<file path="src/rtl/spi_pkg.sv">
// rtl/spi_pkg.sv - shared types and constants for the SPI slave responder
package spi_pkg;

    localparam int SPI_DATA_W = 8;
    localparam int SPI_MODE   = 0;

    typedef enum logic {
        IDLE   = 1'b0,
        ACTIVE = 1'b1
    } spi_slv_state_e;

endpackage

</file>
<file path="src/rtl/spi_sync_edge.sv">
// rtl/spi_sync_edge.sv - multi-flop synchronizer with rise/fall pulse outputs
module spi_sync_edge #(
    parameter int   SYNC_STAGES = 2,    // minimum 2
    parameter logic RST_VAL     = 1'b0
) (
    input  logic i_clk,
    input  logic i_rst,
    input  logic i_d,
    output logic o_sync,
    output logic o_rise,
    output logic o_fall
);

    logic [SYNC_STAGES-1:0] r_sync;
    logic                   r_prev;

    // Shift the pin through the synchronizer and keep one extra copy for edge detection
    always_ff @(posedge i_clk or posedge i_rst) begin
        if (i_rst) begin
            r_sync <= {SYNC_STAGES{RST_VAL}};
            r_prev <= RST_VAL;
        end else begin
            r_sync <= {r_sync[SYNC_STAGES-2:0], i_d};
            r_prev <= r_sync[SYNC_STAGES-1];
        end
    end

    assign o_sync = r_sync[SYNC_STAGES-1];
    assign o_rise = o_sync & ~r_prev;
    assign o_fall = ~o_sync & r_prev;

endmodule

</file>
<file path="src/rtl/spi_slave_responder.sv">
// rtl/spi_slave_responder.sv - SPI mode-0 slave with parallel load/read handshake
module spi_slave_responder
    import spi_pkg::*;
#(
    parameter int DATA_W      = SPI_DATA_W,
    parameter int SYNC_STAGES = 2
) (
    input  logic              mclk,
    input  logic              reset,
    input  logic              load_slave,
    input  logic [DATA_W-1:0] data_in_slave,
    input  logic              read_slave,
    output logic [DATA_W-1:0] data_out_slave,
    output logic              rx_valid,
    output logic              overrun,
    output logic              busy,
    input  logic              sclk,
    input  logic              ss_n,
    input  logic              mosi,
    output logic              miso
);

    localparam int               CNT_W     = (DATA_W > 2) ? $clog2(DATA_W) : 1;
    localparam logic [CNT_W-1:0] LAST_BIT  = CNT_W'(DATA_W - 1);
    localparam logic             SCLK_IDLE = (SPI_MODE >= 2);

    spi_slv_state_e r_state;
    spi_slv_state_e w_next_state;

    logic [DATA_W-1:0]      r_tx_hold;
    logic [DATA_W-1:0]      r_tx_shift;
    logic [DATA_W-1:0]      r_rx_shift;
    logic [DATA_W-1:0]      r_rx_hold;
    logic [CNT_W-1:0]       r_bit_cnt;
    logic                   r_rx_valid;
    logic                   r_overrun;
    logic                   r_reload;
    logic [SYNC_STAGES-1:0] r_mosi_sync;
    logic [SYNC_STAGES-1:0] r_flush;
    logic                   r_ss_armed;

    logic w_sclk_s, w_sclk_rise, w_sclk_fall;
    logic w_ss_s, w_ss_rise, w_ss_fall;
    logic w_mosi_s;
    logic w_start;
    logic [DATA_W-1:0] w_rx_word;

    spi_sync_edge #(.SYNC_STAGES(SYNC_STAGES), .RST_VAL(1'b0)) u_sclk_sync (
        .i_clk (mclk),
        .i_rst (reset),
        .i_d   (sclk),
        .o_sync(w_sclk_s),
        .o_rise(w_sclk_rise),
        .o_fall(w_sclk_fall)
    );

    spi_sync_edge #(.SYNC_STAGES(SYNC_STAGES), .RST_VAL(1'b1)) u_ss_sync (
        .i_clk (mclk),
        .i_rst (reset),
        .i_d   (ss_n),
        .o_sync(w_ss_s),
        .o_rise(w_ss_rise),
        .o_fall(w_ss_fall)
    );

    // mosi uses the same depth as sclk so a sampled bit lines up with its sclk rise
    always_ff @(posedge mclk or posedge reset) begin
        if (reset) begin
            r_mosi_sync <= '0;
        end else begin
            r_mosi_sync <= {r_mosi_sync[SYNC_STAGES-2:0], mosi};
        end
    end

    assign w_mosi_s  = r_mosi_sync[SYNC_STAGES-1];
    assign w_rx_word = {r_rx_shift[DATA_W-2:0], w_mosi_s};

    // Arm frame start only after ss_n has been seen high on a fully flushed synchronizer,
    // so a select held low across reset cannot start a frame
    always_ff @(posedge mclk or posedge reset) begin
        if (reset) begin
            r_flush    <= '0;
            r_ss_armed <= 1'b0;
        end else begin
            r_flush    <= {r_flush[SYNC_STAGES-2:0], 1'b1};
            r_ss_armed <= r_ss_armed | (r_flush[SYNC_STAGES-1] & w_ss_s);
        end
    end

    // A frame only starts with sclk resting at its idle level
    assign w_start = (r_state == IDLE) && w_ss_fall && r_ss_armed && (w_sclk_s == SCLK_IDLE);

    // State register
    always_ff @(posedge mclk or posedge reset) begin
        if (reset) begin
            r_state <= IDLE;
        end else begin
            r_state <= w_next_state;
        end
    end

    // Next-state decode
    always_comb begin
        w_next_state = r_state;
        case (r_state)
            IDLE:    if (w_start)   w_next_state = ACTIVE;
            ACTIVE:  if (w_ss_rise) w_next_state = IDLE;
            default: w_next_state = IDLE;
        endcase
    end

    // Serial outputs: miso is only driven while selected
    always_comb begin
        busy = 1'b0;
        miso = 1'b0;
        if (r_state == ACTIVE) begin
            busy = 1'b1;
            miso = r_tx_shift[DATA_W-1];
        end
    end

    // Shift registers, word completion and the parallel handshake
    always_ff @(posedge mclk or posedge reset) begin
        if (reset) begin
            r_tx_hold  <= '0;
            r_tx_shift <= '0;
            r_rx_shift <= '0;
            r_rx_hold  <= '0;
            r_bit_cnt  <= '0;
            r_rx_valid <= 1'b0;
            r_overrun  <= 1'b0;
            r_reload   <= 1'b0;
        end else begin
            if (load_slave) r_tx_hold  <= data_in_slave;
            if (read_slave) r_rx_valid <= 1'b0;

            if (w_start) begin
                r_tx_shift <= r_tx_hold;
                r_bit_cnt  <= '0;
                r_reload   <= 1'b0;
            end else if (r_state == ACTIVE) begin
                if (w_ss_rise) begin
                    // partial word is dropped; rx_hold keeps the last full word
                    r_bit_cnt <= '0;
                    r_reload  <= 1'b0;
                end else begin
                    if (w_sclk_rise) begin
                        r_rx_shift <= w_rx_word;
                        if (r_bit_cnt == LAST_BIT) begin
                            r_rx_hold  <= w_rx_word;
                            r_rx_valid <= 1'b1;
                            if (r_rx_valid && !read_slave) r_overrun <= 1'b1;
                            r_bit_cnt  <= '0;
                            r_reload   <= 1'b1;
                        end else begin
                            r_bit_cnt <= r_bit_cnt + 1'b1;
                        end
                    end
                    if (w_sclk_fall) begin
                        // after the last bit, the next word comes from tx_hold instead of a shift
                        if (r_reload) begin
                            r_tx_shift <= r_tx_hold;
                            r_reload   <= 1'b0;
                        end else begin
                            r_tx_shift <= {r_tx_shift[DATA_W-2:0], 1'b0};
                        end
                    end
                end
            end
        end
    end

    assign data_out_slave = r_rx_hold;
    assign rx_valid       = r_rx_valid;
    assign overrun        = r_overrun;

endmodule

</file>
<file path="config.mk">
export PLATFORM = sky130hd
export DESIGN_NAME = spi_slave_responder
export DESIGN_NICKNAME = d
export VERILOG_FILES = /design/src/rtl/spi_pkg.sv /design/src/rtl/spi_sync_edge.sv /design/src/rtl/spi_slave_responder.sv
export SDC_FILE = /design/constraint.sdc
export NUM_CORES = 1
export LEC_CHECK = 0
export ABC_AREA = 1
export CAP_MARGIN = 20
export CORE_MARGIN = 8
export CORE_UTILIZATION = 30
export DETAILED_ROUTE_END_ITERATION = 8
export SLEW_MARGIN = 20
export SYNTH_ARGS = -nofsm -noshare
export SYNTH_HDL_FRONTEND = slang
export SYNTH_SLANG_ARGS = --single-unit
</file>
<file path="constraint.sdc">
create_clock -name mclk -period 2.7 [get_ports mclk]
set_input_delay 0.675 -clock mclk [delete_from_list [all_inputs] [get_ports mclk]]
set_output_delay 0.675 -clock mclk [all_outputs]
set_load 0.05 [all_outputs]
</file>
==> metrics.cfg, run 1 <==
[sta]
maxSlewHeadroom_pct = 55.75
tns_ns = 0
worstMarginPinSlew_ns = 0.6628
period_share_pct = 86.22
rsz0062_at_grt = false
period_needed_ns = 2.328
finalSetupViolCount = 0
fin_skew_ns = 0.009851
slew_violations = 0
worst_slack_ns = 0.3720
fmax_mhz = 429.5
hold_viol_final = 0

[placement]
hpwl_um = 2498
place_ws_ns = 0.6961
place_congestion = 0.7301
io_buffers = 26

[min_path]
hold_path_class = register to register

[finish]
multi_input_area_sq_um = 635.6
antenna_cells = 0
drive_above_1_share_pct = 9.677
area_growth_pct = 21.23
n_fill_cell = 690
seqCellArea_sq_mm = 0.001230
final_util_pct = 36.89
nNetsFinal = 264

[clocking]
clock_path_buffers = 2
postCtsResizedCells = 0
cts_tree = yes
post_cts_buffers = 0
cts_buffers = 5
cts_hold_buf = 0
cts_max_level = 2
cts_root_buf = clkbuf_8
clock_sinks = 49
clk_latency_ns = 0.30
cts.reportedPaths.clkPinSlew_ns = 0.09

[logic_synthesis]
synthTopCellsByArea = dfrtp_1, nand2_1, inv_1
yosysWarnings = 0
syn_area_sq_mm = 0.002033
synthCells = 216
synth.distinct_cells = 27
ys_seq_elements = 49
yosysTopAreaCell = dfrtp_1
synth_top_area_share_pct = 56.62
synthArstFlopShare_pct = 100.0
syn-num-nets = 233
synth_edf_count = 0
synth.avg_cell_area_sq_um = 9.413
ys_dominant_reg_cell = dfrtp_1
ys_seq_area_share_pct = 60.49

[floorplanning]
start_util_pct = 30.43
top_level_ports = 27
die_w_um = 98.33
die_h_um = 98.33
die_area_sq_mm = 0.009668
rows = 30
core_area_sq_mm = 0.006681

[drt]
wl_um = 3598
drc_errors = 0
antenna_left = 0
vias_per_cell = 4.329
firstDrtPassIters = 4
drtIter0Drc = 65
wl_per_cell_um = 10.97
num_vias = 1420

[global_routing]
grt_max_degree = 34
grt_pass1_vias = 1387
track_usage_pct = 7.899
grt_pass1_wl_um = 6313
antenna_found_initial = 0
grt_overflow = 0

[power]
pwr-share-seq_pct = 54.3
power.leakage_uw = 0.001196
total_power_uw = 1670
p_int_uw = 1185
power_frac_comb_pct = 19.1
p_per_area_mw_per_mm2 = 677.6
pwr-share-clk_pct = 26.6
irDropWorstVdd_v = 0.0002805
switching_share_pct = 29.02
switchingPower_uw = 484.7

[status]
status = finished clean

[setup_path]
arrival_ns = 1.65
end_kind = primary output
critical_path_class = register to primary output
critPathLaunchType = register
worstPathMaxFanout = 5
crit_required_ns = 2.03

[run]
cap_violations = 0

-- path summary, 6_finish.rpt --
path,from,endpoint,slack [ns],cells past startpoint
min in group asynchronous,reset,rx_valid,0.78,2
max reg2reg,u_ss_sync.r_prev,r_tx_shift[3],1.08,7
min,u_sclk_sync.r_sync[0],u_sclk_sync.r_sync[1],0.35,0
min reg2reg,u_sclk_sync.r_sync[0],u_sclk_sync.r_sync[1],0.35,0
max,r_state,miso,0.37,3
max in group asynchronous,reset,r_rx_shift[5],1.29,3
-- metal layers --
layer  track usage [%]  wire (um)  up-vias
met1             9.970       1700      665
met5                 0          0        -
met2             12.04       1700       22
met4             2.834         33        0
met3             2.916        165        4
li1                  -          -      729
-- cell usage in the layout, fill, tap and decap left out --
master | netlist | routed
dfstp_2 | 3 | 3
o21ai_0 | 14 | 14
buf_4 | 0 | 2
nand3b_1 | 1 | 1
clkbuf_1 | 1 | 1
nand4_4 | 1 | 1
o21bai_1 | 1 | 1
inv_2 | 1 | 2
nor2_2 | 1 | 1
inv_4 | 1 | 1
nand2_2 | 2 | 2
clkbuf_8 | 0 | 6
conb_1 | 1 | 1
or2_1 | 1 | 1
o21ai_4 | 1 | 1
clkdlybuf4s50_1 | 0 | 26
clkinv_1 | 1 | 1
mux2_2 | 1 | 1
dfrtp_1 | 46 | 46
clkinvlp_4 | 0 | 1
o21ai_1 | 8 | 8
nor2_1 | 7 | 7
ha_1 | 2 | 2
inv_1 | 31 | 30
nand2_1 | 63 | 63
nand3_1 | 20 | 20
nand3_2 | 2 | 2
nand2_4 | 1 | 1
a21boi_1 | 1 | 1
nand4_1 | 1 | 1
-- cells by family after synthesis --
family          after synthesis  synth area share [%]
other cells                   1                0.1844
flops                        49                 60.49
compound gates               25                 6.955
fa+ha+maj                     2                 1.231
mux                           1                0.5538
buf+inv                      38                 8.246
simple gates                100                 22.34
-- layout make-up --
| type | instances | area share (%) |
|---|---|---|
| flip-flops and latches | 49 | 49.90 |
| multi-input cells | 129 | 25.79 |
| repair buffers | 28 | 11.17 |
| inverters | 34 | 5.279 |
| well taps | 80 | 4.061 |
| clock buffers | 7 | 3.503 |
| clock inverters | 1 | 0.3046 |
-- through the flow --
step,cells,hold WS (ns),cell area [sq um]
2_1_floorplan,216,0.3312,2033
3_3_place_gp,320,0.3322,2371
3_5_place_dp,320,0.3347,2371
4_1_cts,328,0.3550,2465
5_1_grt,328,0.3644,2465
6_report,328,0.3515,2465
-- synthesized netlist by cell type, types with 2 or more instances --
cell type and n:
nand3_2 2, ha_1 2, nand2_1 63, buf_6 3, nand3_1 20, nor2_1 7
dfstp_2 3, o21ai_1 8, nand2_2 2, o21ai_0 14, inv_1 31, dfrtp_1 46
-- power by group through the flow --
stage               clock network [uW]  registers, uW  logic (uW)
CTS                                463            907         324
floorplan                            0            922         231
finish                             445            907         319
global route                       489            923         370
detailed placement                   0            920         321
global placement                     0            917         318
-- worst max-delay path, cell delays in order, from the launching register on --
cell             delay [ns]
dfrtp_1                0.42
nand2_1                0.07
inv_1                  0.06
clkdlybuf4s50_1        0.81
-- registers in the layout, indices dropped and copies added (netlist names) --
signal and cells:
r_mosi_sync 2, r_reload 1, r_tx_hold 8, r_tx_shift 8, u_sclk_sync.r_prev 1, u_ss_sync.r_prev 1
u_sclk_sync.r_sync 2, r_bit_cnt 3, r_ss_armed 1, u_ss_sync.r_sync 2, rx_valid 1, overrun 1
r_state 1, r_rx_shift 7, r_flush 2, data_out_slave 8
(Power assumes the default switching activity.)
==> inputs of run 2 (changes only) <==
Settings changed: GPL_TIMING_DRIVEN set to 1.
==> results of run 2 <==
Final layout, timing and power as in run 1 (identical DEF).
==> inputs of run 3 (changes only) <==
Settings changed: HOLD_SLACK_MARGIN set to 0.03.
==> results of run 3 <==
Final layout, timing and power as in run 1 (identical DEF).
